`src/rtl/bcd_score_accum.sv`:
```
// BCD score accumulator: line-clear events add (lines^2 * level) to a packed
// BCD score by repeated ripple BCD addition, saturating at all nines, and
// track the best score seen since reset.
module bcd_score_accum #(
    parameter int DIGITS = 4
) (
    input  logic                  clk,
    input  logic                  rst_n,
    input  logic                  evt_valid,
    output logic                  evt_ready,
    input  logic [1:0]            evt_lines,
    input  logic [7:0]            level,
    input  logic                  new_game,
    output logic [4*DIGITS-1:0]   score,
    output logic [4*DIGITS-1:0]   hi_score,
    output logic                  sat,
    output logic                  done
);

    localparam int W = 4 * DIGITS;

    localparam logic [1:0] IDLE = 2'd0;
    localparam logic [1:0] ADD  = 2'd1;
    localparam logic [1:0] CMP  = 2'd2;

    logic [1:0]   state;
    logic [7:0]   points;
    logic [7:0]   cnt;
    logic [7:0]   cnt_dec;
    logic [7:0]   pts_sel;
    logic [W-1:0] pts_ext;
    logic [W-1:0] sum;
    logic [W-1:0] hi_max;
    logic [W-1:0] nines;
    logic [4:0]   dsum;
    logic         carry;

    assign evt_ready = (state == IDLE);
    assign nines     = {DIGITS{4'h9}};
    assign pts_ext   = W'(points);
    // Packed BCD compares correctly as plain unsigned binary.
    assign hi_max    = (score > hi_score) ? score : hi_score;

    // Squared line count as a packed BCD point value.
    always_comb begin
        pts_sel = 8'h01;
        case (evt_lines)
            2'b00:   pts_sel = 8'h01;
            2'b01:   pts_sel = 8'h04;
            2'b10:   pts_sel = 8'h09;
            default: pts_sel = 8'h16;
        endcase
    end

    // BCD decrement of the remaining add count: borrow turns a 0 digit into 9.
    always_comb begin
        if (cnt[3:0] == 4'h0) cnt_dec = {cnt[7:4] - 4'd1, 4'h9};
        else                  cnt_dec = {cnt[7:4], cnt[3:0] - 4'd1};
    end

    // Ripple BCD adder: score + points; carry out of the top digit means overflow.
    always_comb begin
        sum   = '0;
        carry = 1'b0;
        dsum  = '0;
        for (int i = 0; i < DIGITS; i++) begin
            dsum = {1'b0, score[4*i +: 4]} + {1'b0, pts_ext[4*i +: 4]} + {4'd0, carry};
            if (dsum > 5'd9) begin
                dsum  = dsum + 5'd6;
                carry = 1'b1;
            end else begin
                carry = 1'b0;
            end
            sum[4*i +: 4] = dsum[3:0];
        end
    end

    // Control FSM and score/high-score state; new_game overrides everything.
    always_ff @(posedge clk or negedge rst_n) begin
        if (!rst_n) begin
            state    <= IDLE;
            points   <= '0;
            cnt      <= '0;
            score    <= '0;
            hi_score <= '0;
            sat      <= 1'b0;
            done     <= 1'b0;
        end else if (new_game) begin
            hi_score <= hi_max;
            score    <= '0;
            sat      <= 1'b0;
            cnt      <= '0;
            state    <= IDLE;
            done     <= 1'b0;
        end else begin
            case (state)
                IDLE: begin
                    done <= 1'b0;
                    if (evt_valid) begin
                        points <= pts_sel;
                        // Level 0 still scores once.
                        cnt    <= (level == 8'h00) ? 8'h01 : level;
                        state  <= ADD;
                    end
                end
                ADD: begin
                    // Once saturated, stay pinned at all nines for the rest of the game.
                    if (sat || carry) begin
                        score <= nines;
                        sat   <= 1'b1;
                    end else begin
                        score <= sum;
                    end
                    cnt <= cnt_dec;
                    if (cnt == 8'h01) state <= CMP;
                end
                CMP: begin
                    hi_score <= hi_max;
                    done     <= 1'b1;
                    state    <= IDLE;
                end
                default: state <= IDLE;
            endcase
        end
    end

endmodule

```
`config.mk`:
```
export PLATFORM = sky130hd
export DESIGN_NAME = bcd_score_accum
export DESIGN_NICKNAME = d
export VERILOG_FILES = /design/src/rtl/bcd_score_accum.sv
export SDC_FILE = /design/constraint.sdc
export NUM_CORES = 1
export LEC_CHECK = 0
export CAP_MARGIN = 5
export CORE_MARGIN = 2
export CORE_UTILIZATION = 55
export DETAILED_ROUTE_END_ITERATION = 6
export PLACE_DENSITY = 0.79
export RECOVER_POWER = 50
export SLEW_MARGIN = 20
export SYNTH_ARGS = -nofsm -noshare
export SYNTH_HDL_FRONTEND = slang
export SYNTH_SLANG_ARGS = --single-unit
```
`constraint.sdc`:
```
create_clock -name clk -period 15.76 [get_ports clk]
set_clock_uncertainty 0.1 [all_clocks]
set_input_delay 1.576 -clock clk [delete_from_list [all_inputs] [get_ports clk]]
set_output_delay 1.576 -clock clk [all_outputs]
set_load 0.02 [all_outputs]
```
# After elaboration in Yosys (flattened, before gate mapping)
# Cells that the tools add are included.
[word_totals]
reg_bits = 52
rom_bits = 0
output_inout_bits = 35
word_cells = 77
ramBits = 0
n_memories = 0
latch_bits = 0
input_bits = 14
[op_classes]
n_mux = 29
div_mod_pow = 0
bitwise = 1
addsub = 11
mul = 0
n_lt_le_gt_ge = 5
shift = 0
n_reduce_logical = 15
n_eq_ne = 8
[ops]
columns = ["operator", "count"]
rows = [
  ["2-to-1 mux 16 bit", 6],
  ["2-to-1 mux 8 bit", 4],
  ["> comparator 5 x 4 -> 1 bit, second input constant", 4],
  ["adder 4 x 3 -> 4 bit, second input constant", 4],
  ["> comparator 16 bit", 1],
  ["2-to-1 mux 4 bit", 4],
  ["case mux 8 bit (2 select lines)", 1],
  ["case mux 5 bit (3 select lines)", 1],
  ["adder 4 x 1 -> 5 bit", 2],
  ["adder 4 x 4 -> 5 bit", 2],
  ["equality test 8 x 1 -> 1 bit, second input constant", 1],
  ["zero test 8 bit", 1],
  ["2-to-1 mux 1 bit", 8],
  ["subtractor 4 x 1 -> 4 bit, second input constant", 2],
  ["2-to-1 mux 2 bit", 3],
  ["!= test 3 bit, second input constant", 2],
  ["AND reduction 2 bit", 3],
  ["AND reduction 3 bit", 2],
  ["nonzero test 2 bit", 3],
  ["nonzero test 3 bit", 2],
  ["adder 5 x 1 -> 5 bit", 1],
  ["equality test 2 x 1 -> 1 bit, second input constant", 2],
  ["equality test 2 bit, second input constant", 2],
  ["zero test 2 bit", 2],
  ["6 further kinds", 6],
]

# Logic depth before layout (Yosys ltp)
[depth]
depth_word = 16
ltp_mapped = 24
ltp_nobuf = 23

# Worst setup path after synthesis
# OpenSTA, ideal clock, no wires.
[synth_timing]
kind = "register to register"
start = "register score[0]"
end = "register score[14]"
period_less_slack_ps = 5664
path_slack_ps = 10096
t_required_ps = 15577
arrival_ps = 5482
setup_ps = 83
stages_incl_launch_ff = 25
cell_sequence = "dfrtp_1 -> ha_1 -> inv_1 -> fa_1 -> xor2_1 -> and2_1 -> o31ai_1 -> fa_1 -> ha_1 -> inv_1 -> a211o_1 -> a22oi_1 -> ha_1 -> ha_1 -> inv_1 -> a21oi_1 -> o211a_1 -> ha_1 -> ha_1 -> or2_2 -> a21oi_1 -> o21a_1 -> clkbuf_1 -> a21oi_1 -> o21ai_0"
[synth_via]
elab_chain_cells = 16
[synth_lines]
columns = ["element", "line_no", "rtl"]
rows = [
  ["from (decl)", "14", "output logic [4*DIGITS-1:0] score,"],
  ["from (signal assigned)", "109", "score <= nines;"],
  ["from (signal assigned)", "112", "score <= sum;"],
  ["adder 4 x 4 -> 5 bit (*)", "67", "dsum = {1'b0, score[4*i +: 4]} + {1'b0, pts_ext[4*i +: 4]} + {4'd0, carry};"],
  ["> comparator 5 x 4 -> 1 bit (*)", "68", "if (dsum > 5'd9) begin"],
  ["2-to-1 mux 1 bit (*)", "68", ""],
  ["adder 5 x 1 -> 5 bit (*)", "67", ""],
  ["> comparator 5 x 4 -> 1 bit (*)", "68", ""],
  ["2-to-1 mux 1 bit (*)", "68", ""],
  ["adder 4 x 1 -> 5 bit (*)", "67", ""],
  ["> comparator 5 x 4 -> 1 bit (*)", "68", ""],
  ["2-to-1 mux 1 bit (*)", "68", ""],
  ["adder 4 x 1 -> 5 bit (*)", "67", ""],
  ["> comparator 5 x 4 -> 1 bit", "68", ""],
  ["2-to-1 mux 1 bit", "68", ""],
  ["logical OR 1 bit", "108", "if (sat || carry) begin"],
  ["2-to-1 mux 16 bit (*)", "108", ""],
  ["2-to-1 mux 16 bit (*)", "96", "case (state)"],
  ["2-to-1 mux 16 bit (*)", "88", "end else if (new_game) begin"],
]
# Mark *: on every way between the ends. The rest lies on a longest branch, timed or not. The select of a mux whose other input is x is not followed.
# A chain may end at the register's enable or synchronous reset.

# Worst setup path after layout
# Ends and elaborated chain as after synthesis.

==> metrics.yaml <==
numCtsBuffers: 5
cts_setup_buffers: 0
cts_resized: 0
grt_use_met1_pct: 31.9
relSlewSlack_pct: -78.3
antenna_found_initial: 0
r2r_end: "score[14]"
post_drt_wl_per_cell_microns: 17.0
num_vias: 3132
gp_congestion: 0.826
final_area_sq_mm: 0.00401
final-seq-area_sq_mm: 0.00120
crit_fanout: 9
diodes: 0
fin_util_pct: 67.3
synth_nets: 432
clk_pin_slew_worst_paths_ps: 90
top_usage_layer: "met2"
period_needed_ps: 6140
cts_sinks: 48
cts_tree: "built"
timing.rr.start: "score[0]"
vdd_drop_max_v: 0.0000973
drtPass1Iterations: 4
boundaryPins: 49
syn_inst: 386
p_per_area_mw_per_mm2: 94.4
max_freq_ghz: 0.163
hold_viol: 0
syn_area_per_cell_sq_um: 8.86
root_buffer: "clkbuf_8"
min_path_cells: 2
synthDistinctLibCells: 51
r2r_slack_ps: 9620
setup_ws_ps: 9620
hold_path_class: "reg2reg"
max_cap_viol_count: 2
place_area_sq_mm: 0.00394
dp_cells: 495
hold_buffers: 0
start_util_pct: 57.4
vias_per_cell: 6.24
critPathArrivalTime_ps: 6280
cp-end-kind: "register"
wl_microns: 8530
cts_max_level: 2
final_nets: 473
die_w_microns: 82.8
drtAntennaViolNets: 0
min_from: "points[0]"
use_met3_pct: 4.27
ys.flop_type: "dfrtp_1"
stdcell_count: 502
synth-seq-area-share_pct: 35.1
finalCritPeriodShare_pct: 39.0
grt_pass1_wl_microns: 14100
fp.dieH_microns: 82.8
clock_path_buffers: 2
async_flop_share_pct: 100
worstSkewPairLatency_ps: 310
syn_area_sq_mm: 0.00342
p_leak_nw: 1.79
io_buffers: 48
overflow: 0
synth-edff-count: 0
drive_gt1_share_pct: 4.92
reg2reg_depth: 23
hold_end: "points[0]"
tightest_slew_ps: 2670
pre_cts_slack_ps: 9710
status: "finished, violations left"
setup_viol: 0
num_rows: 28
yosys_warnings: 0
maxSlewViolCount: 67
synth_seq_cells: 48
dieArea_sq_mm: 0.00686
grt_pass1_vias: 3046
grt_util_all_layers_pct: 24.8
dp_hpwl_microns: 6020
fillers: 519
multi_input_area_sq_mm: 0.00198
violations: "capacitance limit, slew limit"
syn2layout_area_growth_pct: 17.3
fin_setup_tns_ps: 0
fp.coreArea_sq_mm: 0.00596
crit_start: "score[0]"
use_met2_pct: 42.6
crit_path_start_kind: "register"
crit_type: "reg2reg"
drt_iter0_drc: 224
rsz0062_at_grt: "false"
required_ps: 15890
drc: 0
grt_max_degree: 49
[sequential cells by signal, summed over array words and instances, names as in the netlist]
name      flops
score        16
cnt           8
done          1
state         2
hi_score     16
points        4
sat           1
[stage by stage]
step / hold slack, ps / power [W]
final: 403 / 0.000378
after global routing: 443 / 0.000405
after CTS: 409 / 0.000378
after detailed placement: 390 / 0.000307
after global placement: 369 / 0.000302
after floorplan: 354 / 0.000263
[where the power goes]
part / internal [W] / switching, W / leakage (nW)
Clock: 0.0000303 / 0.0000427 / 0.0410
Combinational: 0.0000635 / 0.0000825 / 1.18
Sequential: 0.000140 / 0.0000193 / 0.570
[metal layers]
metal,wire (microns),vias up
met2,4260,105
met1,3650,1517
met5,0,-
met3,502,12
li1,-,1498
met4,112,0
[cell usage after synthesis (all sizes together), types with 6 or more instances]
| library cell | number | area share (%) |
|---|---|---|
| a32oi | 16 | 4.1 |
| a21oi | 21 | 3.1 |
| xnor2 | 6 | 1.5 |
| nand2 | 29 | 3.2 |
| clkbuf | 16 | 1.8 |
| a22o | 6 | 1.5 |
| ha | 30 | 11 |
| dfrtp | 48 | 35 |
| inv | 41 | 4.5 |
| o31ai | 18 | 4.0 |
| o21ai | 36 | 5.4 |
| nor4 | 19 | 3.9 |
| nor2 | 18 | 2.0 |
| nor3 | 8 | 1.3 |
| nand2b | 7 | 1.3 |
[worst max-delay path, cell delays in order, from the launching register on]
cell	delay, ps
dfrtp_1	390
ha_1	190
inv_1	70
fa_1	400
xor2_1	210
and2_1	230
o31ai_1	150
fa_1	470
ha_1	360
inv_1	120
a211o_1	310
a22oi_1	260
ha_1	260
ha_1	280
inv_1	170
a21oi_1	100
o211a_1	240
ha_1	220
ha_1	310
or2_2	280
a21oi_1	230
o21a_1	410
a21oi_1	120
o21ai_0	190
[cells in the final DEF, fill, tap and decap left out, types with 11 or more instances in the layout]
cell type / n
clkdlybuf4s50_1: 36
a21oi_1: 21
nand2_1: 29
dlygate4sd3_1: 11
a32oi_1: 16
o21ai_0: 34
nor4_1: 18
nor2_1: 18
dfrtp_1: 48
ha_1: 30
o31ai_1: 18
inv_1: 41
[worst max path at each step]
stage                     slack (ps)        end  depth (start not counted)
final                           9620  score[14]                         23
after global routing            9190  score[14]                         23
after floorplan                10100  score[14]                         24
after detailed placement        9710  score[14]                         23
after global placement          9960   score[7]                         23
after CTS                       9670  score[14]                         23
[cell families (layout without fill, tap and decap cells)]
logic type	count (synthesis)	count (layout)	share of synthesized area, %
XOR/XNOR	7	7	1.79
AO/OA/AOI/OAI	120	120	23.5
adder cells (fa/ha/maj)	32	32	12.2
AND/OR/NAND/NOR	114	114	18.6
flip-flops	48	48	35.1
multiplexers	6	6	1.90
buffers and inverters	59	100	6.92
[area by class of cell]
| class | instances | area share (%) |
|---|---|---|
| Tap cell | 75 | 2.34 |
| Timing Repair Buffer | 52 | 12.6 |
| Inverter | 41 | 3.84 |
| Clock buffer | 6 | 1.81 |
| Sequential cell | 48 | 30.0 |
| Multi-Input combinational cell | 279 | 49.3 |
| Clock inverter | 1 | 0.125 |
(Power assumes the default switching activity.)
